$ cat config.mk
export PLATFORM = sky130hd
export DESIGN_NAME = gr_cordic_engine_flat
export DESIGN_NICKNAME = d
export VERILOG_FILES = /design/src/rtl/gr_cordic_if.sv /design/src/rtl/gr_cordic_engine.sv /design/src/flat_wrapper.sv
export SDC_FILE = /design/constraint.sdc
export NUM_CORES = 1
export LEC_CHECK = 0
export CAP_MARGIN = 25
export CELL_PAD_IN_SITES_DETAIL_PLACEMENT = 0
export CELL_PAD_IN_SITES_GLOBAL_PLACEMENT = 2
export CORE_ASPECT_RATIO = 1.75
export CORE_MARGIN = 1
export CORE_UTILIZATION = 40
export CTS_CLUSTER_SIZE = 40
export DETAILED_ROUTE_END_ITERATION = 16
export GPL_TIMING_DRIVEN = 0
export PLACE_DENSITY = 0.95
export SLEW_MARGIN = 10
export SYNTH_ARGS = -nofsm -noshare
export SYNTH_HDL_FRONTEND = slang
export SYNTH_HIERARCHICAL = 1
export SYNTH_SLANG_ARGS = --single-unit
export TNS_END_PERCENT = 50
$ cat constraint.sdc
create_clock -name clk -period 27.5 [get_ports clk]
set_clock_uncertainty 0.15 [all_clocks]
set_input_delay 4.125 -clock clk [delete_from_list [all_inputs] [get_ports clk]]
set_output_delay 4.125 -clock clk [all_outputs]
set_load 0.01 [all_outputs]
$ cat src/rtl/gr_cordic_if.sv
// Handshake bundle for the Givens-rotation CORDIC engine: job request side
// (in_*, mode, operands, direction word) and result side (out_*, results).
interface gr_cordic_if #(
    parameter int R_LEN  = 12,
    parameter int N_ITER = 12
);
    logic                     in_valid;
    logic                     in_ready;
    logic                     mode;
    logic                     nop;
    logic                     neg_i;
    logic [2*N_ITER-1:0]      dir_i;
    logic signed [R_LEN-1:0]  xi;
    logic signed [R_LEN-1:0]  yi;
    logic                     out_valid;
    logic                     out_ready;
    logic signed [R_LEN-1:0]  xo;
    logic signed [R_LEN-1:0]  yo;
    logic [2*N_ITER-1:0]      dir_o;
    logic                     neg_o;

    modport master (
        output in_valid, mode, nop, neg_i, dir_i, xi, yi, out_ready,
        input  in_ready, out_valid, xo, yo, dir_o, neg_o
    );

    modport slave (
        input  in_valid, mode, nop, neg_i, dir_i, xi, yi, out_ready,
        output in_ready, out_valid, xo, yo, dir_o, neg_o
    );
endinterface

$ cat src/rtl/gr_cordic_engine.sv
// Multi-cycle Givens-rotation CORDIC: ITER_PER_CYC unrolled micro-rotations per clock.
// Optional GR_SCALE_COMP_EN adds a gain-compensation SCALE state after RUN.

// One micro-rotation; in vectoring mode it picks its own direction from x,y.
module gr_cordic_urot #(
    parameter int R_LEN = 12,
    parameter int KW    = 4
) (
    input  logic signed [R_LEN-1:0] x_i,
    input  logic signed [R_LEN-1:0] y_i,
    input  logic [KW-1:0]           sh_i,
    input  logic                    vec_i,
    input  logic [1:0]              dir_i,
    output logic signed [R_LEN-1:0] x_o,
    output logic signed [R_LEN-1:0] y_o,
    output logic [1:0]              d_o
);
    logic signed [R_LEN-1:0] xs, ys;

    assign xs = x_i >>> sh_i;
    assign ys = y_i >>> sh_i;

    always_comb begin
        d_o = dir_i;
        if (vec_i) begin
            if (y_i == '0)                        d_o = 2'd2;
            else if (x_i[R_LEN-1] == y_i[R_LEN-1]) d_o = 2'd0;
            else                                  d_o = 2'd1;
        end
        x_o = x_i;
        y_o = y_i;
        case (d_o)
            2'd2: ;
            2'd1: begin
                x_o = x_i - ys;
                y_o = y_i + xs;
            end
            default: begin
                x_o = x_i + ys;
                y_o = y_i - xs;
            end
        endcase
    end
endmodule

module gr_cordic_engine #(
    parameter int R_LEN        = 12,
    parameter int R_FRAC       = 2,
    parameter int N_ITER       = 12,
    parameter int ITER_PER_CYC = 4
) (
    input logic        clk,
    input logic        rst,
    gr_cordic_if.slave bus
);
    localparam int NCYC  = N_ITER / ITER_PER_CYC;
    localparam int CNT_W = (NCYC > 1) ? $clog2(NCYC) : 1;
    localparam int KW    = (N_ITER > 1) ? $clog2(N_ITER) : 1;
    localparam logic [N_ITER-1:0][1:0] ALL_NOP = {N_ITER{2'b10}};

    if (N_ITER % ITER_PER_CYC != 0) begin : g_chk_iter
        $error("N_ITER must be a multiple of ITER_PER_CYC");
    end
    if (R_FRAC < 0 || R_FRAC >= R_LEN) begin : g_chk_frac
        $error("R_FRAC out of range");
    end

    typedef enum logic [1:0] {
        S_IDLE  = 2'd0,
        S_RUN   = 2'd1,
`ifdef GR_SCALE_COMP_EN
        S_SCALE = 2'd2,
`endif
        S_DONE  = 2'd3
    } state_t;

    state_t                   state_q, state_d;
    logic [CNT_W-1:0]         cnt_q, cnt_d;
    logic signed [R_LEN-1:0]  x_q, x_d, y_q, y_d;
    logic [N_ITER-1:0][1:0]   dir_q, dir_d;
    logic                     neg_q, neg_d;
    logic                     vec_q, vec_d;
    logic                     in_ready, load;

`ifdef GR_SCALE_COMP_EN
    // K ~ 0.6074 approximated by 2^-1 + 2^-3 - 2^-6 - 2^-9
    function automatic logic signed [R_LEN-1:0] kscale(input logic signed [R_LEN-1:0] v);
        return (v >>> 1) + (v >>> 3) - (v >>> 6) - (v >>> 9);
    endfunction
`endif

    // Unrolled chain; stage j handles global iteration cnt_q*ITER_PER_CYC + j
    logic signed [R_LEN-1:0] xc [ITER_PER_CYC+1];
    logic signed [R_LEN-1:0] yc [ITER_PER_CYC+1];
    logic [1:0]              dc [ITER_PER_CYC];
    logic [KW-1:0]           kc [ITER_PER_CYC];

    assign xc[0] = x_q;
    assign yc[0] = y_q;

    for (genvar j = 0; j < ITER_PER_CYC; j++) begin : g_rot
        assign kc[j] = KW'(int'(cnt_q) * ITER_PER_CYC + j);
        gr_cordic_urot #(.R_LEN(R_LEN), .KW(KW)) u_rot (
            .x_i   (xc[j]),
            .y_i   (yc[j]),
            .sh_i  (kc[j]),
            .vec_i (vec_q),
            .dir_i (dir_q[kc[j]]),
            .x_o   (xc[j+1]),
            .y_o   (yc[j+1]),
            .d_o   (dc[j])
        );
    end

    always_comb begin
        state_d  = state_q;
        cnt_d    = cnt_q;
        x_d      = x_q;
        y_d      = y_q;
        dir_d    = dir_q;
        neg_d    = neg_q;
        vec_d    = vec_q;
        load     = 1'b0;
        in_ready = (state_q == S_IDLE) | ((state_q == S_DONE) & bus.out_ready);

        case (state_q)
            S_IDLE: load = bus.in_valid;
            S_RUN: begin
                x_d   = xc[ITER_PER_CYC];
                y_d   = yc[ITER_PER_CYC];
                cnt_d = cnt_q + CNT_W'(1);
                for (int j = 0; j < ITER_PER_CYC; j++) dir_d[kc[j]] = dc[j];
                if (cnt_q == CNT_W'(NCYC - 1)) begin
                    cnt_d = '0;
`ifdef GR_SCALE_COMP_EN
                    state_d = S_SCALE;
`else
                    state_d = S_DONE;
`endif
                end
            end
`ifdef GR_SCALE_COMP_EN
            S_SCALE: begin
                x_d     = kscale(x_q);
                y_d     = kscale(y_q);
                state_d = S_DONE;
            end
`endif
            S_DONE: begin
                if (bus.out_ready) begin
                    state_d = S_IDLE;
                    load    = bus.in_valid;
                end
            end
            default: state_d = S_IDLE;
        endcase

        // A release and a new accept in the same cycle fall through here too
        if (load) begin
            cnt_d = '0;
            if (bus.nop) begin
                x_d     = bus.xi;
                y_d     = bus.yi;
                dir_d   = ALL_NOP;
                neg_d   = 1'b0;
                vec_d   = 1'b0;
                state_d = S_DONE;
            end else begin
                neg_d   = bus.mode ? bus.xi[R_LEN-1] : bus.neg_i;
                x_d     = neg_d ? -bus.xi : bus.xi;
                y_d     = neg_d ? -bus.yi : bus.yi;
                dir_d   = bus.mode ? ALL_NOP : bus.dir_i;
                vec_d   = bus.mode;
                state_d = S_RUN;
            end
        end
    end

    always_ff @(posedge clk or posedge rst) begin
        if (rst) begin
            state_q <= S_IDLE;
            cnt_q   <= '0;
            x_q     <= '0;
            y_q     <= '0;
            dir_q   <= '0;
            neg_q   <= 1'b0;
            vec_q   <= 1'b0;
        end else begin
            state_q <= state_d;
            cnt_q   <= cnt_d;
            x_q     <= x_d;
            y_q     <= y_d;
            dir_q   <= dir_d;
            neg_q   <= neg_d;
            vec_q   <= vec_d;
        end
    end

    assign bus.in_ready  = in_ready;
    assign bus.out_valid = (state_q == S_DONE);
    assign bus.xo        = x_q;
    assign bus.yo        = y_q;
    assign bus.dir_o     = dir_q;
    assign bus.neg_o     = neg_q;
endmodule
$ cat src/flat_wrapper.sv
// flat-port wrapper written by rule: the top's interface ports become plain ports
module gr_cordic_engine_flat 
#(
    parameter int R_LEN        = 12,
    parameter int R_FRAC       = 2,
    parameter int N_ITER       = 12,
    parameter int ITER_PER_CYC = 4
)
  (clk, rst, bus_in_valid, bus_mode, bus_nop, bus_neg_i, bus_dir_i, bus_xi, bus_yi, bus_out_ready, bus_in_ready, bus_out_valid, bus_xo, bus_yo, bus_dir_o, bus_neg_o);
  gr_cordic_if #(.R_LEN(R_LEN), .N_ITER(N_ITER)) bus_i ();
  input logic clk;
  input logic rst;
  input wire logic [$bits(bus_i.in_valid)-1:0] bus_in_valid;
  input wire logic [$bits(bus_i.mode)-1:0] bus_mode;
  input wire logic [$bits(bus_i.nop)-1:0] bus_nop;
  input wire logic [$bits(bus_i.neg_i)-1:0] bus_neg_i;
  input wire logic [$bits(bus_i.dir_i)-1:0] bus_dir_i;
  input wire logic [$bits(bus_i.xi)-1:0] bus_xi;
  input wire logic [$bits(bus_i.yi)-1:0] bus_yi;
  input wire logic [$bits(bus_i.out_ready)-1:0] bus_out_ready;
  output wire logic [$bits(bus_i.in_ready)-1:0] bus_in_ready;
  output wire logic [$bits(bus_i.out_valid)-1:0] bus_out_valid;
  output wire logic [$bits(bus_i.xo)-1:0] bus_xo;
  output wire logic [$bits(bus_i.yo)-1:0] bus_yo;
  output wire logic [$bits(bus_i.dir_o)-1:0] bus_dir_o;
  output wire logic [$bits(bus_i.neg_o)-1:0] bus_neg_o;
  assign bus_i.in_valid = bus_in_valid;
  assign bus_i.mode = bus_mode;
  assign bus_i.nop = bus_nop;
  assign bus_i.neg_i = bus_neg_i;
  assign bus_i.dir_i = bus_dir_i;
  assign bus_i.xi = bus_xi;
  assign bus_i.yi = bus_yi;
  assign bus_i.out_ready = bus_out_ready;
  assign bus_in_ready = bus_i.in_ready;
  assign bus_out_valid = bus_i.out_valid;
  assign bus_xo = bus_i.xo;
  assign bus_yo = bus_i.yo;
  assign bus_dir_o = bus_i.dir_o;
  assign bus_neg_o = bus_i.neg_o;
  gr_cordic_engine #(.R_LEN(R_LEN), .R_FRAC(R_FRAC), .N_ITER(N_ITER), .ITER_PER_CYC(ITER_PER_CYC)) u_core (.clk(clk), .rst(rst), .bus(bus_i));
endmodule
* After elaboration in Yosys (flattened, before gate mapping) *
Index checks and enable logic that the tools add are counted.

operators by class
  $add $sub $neg = 22
  magnitude comparators = 8
  equal/unequal tests = 18
  shift-type cells = 8
  multiplexer cells = 65
  bitwise logic cells = 2
  reduce and logical (&&, ||, !) cells = 11

operator list
  cell                 count
  $pmux 12 s2          8
  $add 12x12->12       8
  $bwmux 24            4
  $mux 12              8
  $mux 24              4
  $sshr 12x4->12       8
  $sub 12x12->12       8
  $logic_not 12->1     4
  $mux 2               23
  $bmux 2 s4           3
  $demux 2 s4          3
  $neg 12->12          2
  $lt 4x5->1 const B   4
  $ge 4x1->1 const B   4
  $eq 2x2->1 const B   6
  $eq 2x1->1 const B   5
  $add 4x2->4 const B  2
  $mux 1               8
  $pmux 2 s3           1
  $add 4x1->4 const B  1
  $bmux 2 s2           1
  $demux 2 s2          1
  $eq 1x1->1           4
  $logic_and 1x1->1    4
  10 further kinds     10

word-level totals
  register bits = 54
  input port bits = 55
  logic and storage cells = 152

* Depth between registers and ports, before layout *
  depth in word-level cells = 26
  gate-level depth with buffers = 76

* Hierarchy *
The synthesis kept the hierarchy.

modules (own cells, without submodules)
  module                                  instances  cells each  area an instance (um2)  sequential area each (um2)
  gr_cordic_engine                        1          382         3420.8                  1351.3
  gr_cordic_urot (u_core.g_rot[2].u_rot)  1          396         2927.8                  0.0
  gr_cordic_urot (u_core.g_rot[3].u_rot)  1          383         2927.8                  0.0
  gr_cordic_urot (u_core.g_rot[1].u_rot)  1          372         2871.5                  0.0
  gr_cordic_urot (u_core.g_rot[0].u_rot)  1          369         2713.9                  0.0

* Least setup slack after synthesis *
Ideal clock, no wire load.

  path type = register to register
  start = reg u_core.cnt_q[1]
  end = reg u_core.y_q[11], in the netlist u_core/bus.yo[11]
  setup time = 94 ps
  arrival = 14852 ps
  data required time = 27256 ps
  setup slack = 12404 ps
  stages on the path, launching flop included = 65
  path buffers = 5
  path through = dfrtp_1 -> buf_2 -> buf_2 -> mux2i_1 -> o22ai_1 -> nor2b_1 -> a41oi_1 -> nand2b_1 -> clkbuf_1 -> nand2_1 -> o21ai_0 -> fa_1 -> a21o_1 -> a21oi_1 -> o21bai_1 -> a21o_1 -> a21oi_1 -> o2111ai_1 -> [29 not listed] -> xnor2_1 -> buf_2 -> mux4_2 -> mux4_2 -> a2111o_1 -> o41ai_1 -> xnor2_1 -> ha_1 -> a2111oi_0 -> o211ai_1 -> a31o_2 -> a21oi_1 -> o21ai_0 -> xor3_1 -> nor2b_4 -> xnor2_2 -> mux2i_1 -> a211oi_1

RTL lines
  element                 RTL line                 text
  from (decl)             gr_cordic_engine.sv:78   logic [CNT_W-1:0] cnt_q, cnt_d;
  from (signal assigned)  gr_cordic_engine.sv:190  cnt_q <= cnt_d;
  to (signal assigned)    gr_cordic_engine.sv:192  y_q <= y_d;
  to (decl)               gr_cordic_engine.sv:79   logic signed [R_LEN-1:0] x_q, x_d, y_q, y_d;

==> impl_metrics.csv <==
group,metric,value,unit
setup_path,endpoint_kind,"register",
setup_path,critPathMaxFanout,15,
logic_synthesis,synth_seq_area_share,0.09092,
detailed_routing,vias,15845,
worst_hold_path,hold_start,"u_core/bus.neg_o",
setup_path,required,27.56,ns
sta,whs,0.3827,ns
logic_synthesis,ys_ff_latch,54,
setup_path,ff2ff_path_depth,69,
place,io_buffers,105,
detailed_routing,antenna_left,0,
clock_tree,htreeDepth,2,
clock_tree,cts_buffer_depth,2,
setup_path,worstReg2RegStart,"u_core/cnt_q[0]",
logic_synthesis,syn_inst,1902,
setup_path,cp_slowest_cell,"dfrtp_1",
logic_synthesis,syn_area,0.01486,mm2
logic_synthesis,synthTopCellsByArea,"ha_1 (9.5%), dfrtp_1 (9.1%), mux2i_1 (6.0%)",
die,rows,93,
detailed_routing,avgRoutedWirePerCell,24.07,um
place,pre_cts_ws,7.626,ns
layout,diodes,0,
detailed_routing,drc,0,
clock_tree,cts_tree,"built",
clock_tree,cts_buffers,5,
detailed_routing,via_per_inst,6.280,
logic_synthesis,synth_edf_count,0,
sta,relSlewSlack,0.2548,
logic_synthesis,synth_top_cell_by_area,"ha_1",
detailed_routing,firstDrtPassIters,6,
logic_synthesis,synthFlopType,"dfrtp_1",
die,die_area,0.03796,mm2
sta,layout_worst_path_cycle_share,0.7267,
clock_tree,clk_pin_slew,0.08,ns
detailed_routing,wirelength,60730,um
setup_path,path_common_cell,"clkbuf_1",
clock_tree,cts_setup_buffers,0,
logic_synthesis,synth_top_area_share,0.09513,
layout,drive_gt1_frac,0.1089,
sta,worst_pin_slew,1.111,ns
clock_tree,postCtsHoldBufs,0,
setup_path,critPathKind,"reg2reg",
sta,rsz0062_at_grt,"false",
grt,gr-usage-all-layers,0.3164,
clock_tree,worstSkewPairLatency,0.30,ns
worst_hold_path,whs_path_depth,2,
die,die_w,147.7,um
setup_path,crit_arrival,20.04,ns
grt,grt_pass1_vias,15905,
sta,slew_viol_final,0,
logic_synthesis,synth_top_cells_by_count,"nand2_1 (174), a21oi_1 (133), o21ai_0 (132), nor2_1 (131), ha_1 (113)",
sta,tns,0,ns
layout,final_nets,2223,
run_status,status,"complete, no violations",
sta,layout_min_cycle_time,19.98,ns
grt,grt_max_degree,31,
grt,overflow,0,
grt,grt_pass1_wl,92380,um
sta,hold_viol_final,0,
die,coreArea,0.03665,mm2
run,cap_violations,0,
grt,grt_antenna_before_repair,1,
setup_path,cp_slowest_stage_delay,0.91,ns
logic_synthesis,ys.warnings.count,6,
die,start_util,0.4055,
place,hpwl,48890,um
place,place.gp.congestion,0.9844,
detailed_routing,drt_iter0_drc,1042,
setup_path,startpoint,"u_core/cnt_q[0]",
clock_tree,clkSinkCount,54,
logic_synthesis,synth_async_sr_flop_share,1.000,
sta,finalSetupViolCount,0,
logic_synthesis,synth_cell_types,102,
logic_synthesis,synth_most_common_cell,"nand2_1",
die,io-pin-count,106,
worst_hold_path,hold_class,"reg2reg",
sta,fmax,0.05004,GHz
layout,post-route-util,0.4609,
setup_path,start_kind,"register",
logic_synthesis,synth_area_per_cell,7.814,um2
clock_tree,cts_resized,0,
sta,timing.final.ws_setup,7.516,ns
die,die_h,257.0,um
clock_tree,cts_root_buf,"clkbuf_16",
layout,syn_to_final_growth,13.66,%
## worst paths after layout
kind	endpoint	slack (ns)
worst max-delay path	u_core/bus.yo[11]	7.52
worst min-delay path	u_core/bus.neg_o	0.38
worst max register to register	u_core/bus.yo[11]	7.52
worst min register to register	u_core/bus.neg_o	0.38
max in group asynchronous	u_core/bus.dir_o[21]	22.54
min in group asynchronous	u_core/bus.yo[9]	4.07
## placed cells by master, fill, tap and decap left out, types with 48 or more instances in the layout
cell and n:
xor2_1 55, clkdlybuf4s50_1 105, nor3_1 48, mux2i_1 89, nor2_1 131, nor2b_1 48, nand2_1 174, dfrtp_1 54
o21ai_0 122, inv_1 85, a21oi_1 133, ha_1 113, clkbuf_1 65, xnor2_1 95
## kinds of logic after synthesis
| logic type | after synthesis | synth area share |
|---|---|---|
| other | 2 | 0.0005053 |
| buffers and inverters | 225 | 0.07148 |
| flip-flops | 54 | 0.09092 |
| adder cells (fa/ha/maj) | 121 | 0.1059 |
| AO/OA/AOI/OAI | 577 | 0.2566 |
| multiplexers | 185 | 0.1768 |
| XOR/XNOR | 156 | 0.09724 |
| AND/OR/NAND/NOR | 582 | 0.2005 |
## critical path: cells and delay by family, from the launching register on
kind / cells / cell delay (ns)
adders and majority gates: 4 / 1.47
buffers and inverters: 10 / 3.94
muxes: 2 / 0.30
and+or+nand+nor: 12 / 2.74
AOI/OAI and AO/OA: 31 / 7.64
DFF: 1 / 0.91
xor gates and xnor gates: 10 / 2.71
## per-stage QoR
step | area, um2 | cells
2_1_floorplan | 14910 | 1915
3_3_place_gp | 16560 | 2495
3_5_place_dp | 16680 | 2513
4_1_cts | 16880 | 2521
5_1_grt | 16890 | 2523
6_report | 16890 | 2523
## area by class of cell
type,count,area [um2]
fillers,3759,19760
multi-input cells,1636,12510
flip-flops and latches,54,1351
repair buffers,125,1179
plain buffers,138,735.7
well taps,475,594.3
inverters,87,326.6
clock buffers,6,138.9
clock inverters,2,60.06
## sequential cells by signal, summed over array words and instances (netlist names)
| name | cells |
|---|---|
| u_core/bus.dir_o | 24 |
| u_core/bus.neg_o | 1 |
| u_core/bus.xo | 12 |
| u_core/bus.yo | 12 |
| u_core/cnt_q | 2 |
| u_core/state_q | 2 |
| u_core/vec_q | 1 |
## routing by layer
| metal | part of all wire | track usage |
|---|---|---|
| met1 | 0.36 | 0.3398 |
| met3 | 0.044 | 0.02004 |
| met2 | 0.51 | 0.5763 |
| met5 | 0.00015 | 0 |
| met4 | 0.084 | 0.2354 |
Power is not shown: default switching activity piles up to over one toggle a cycle in this logic, so the estimate is an artifact.
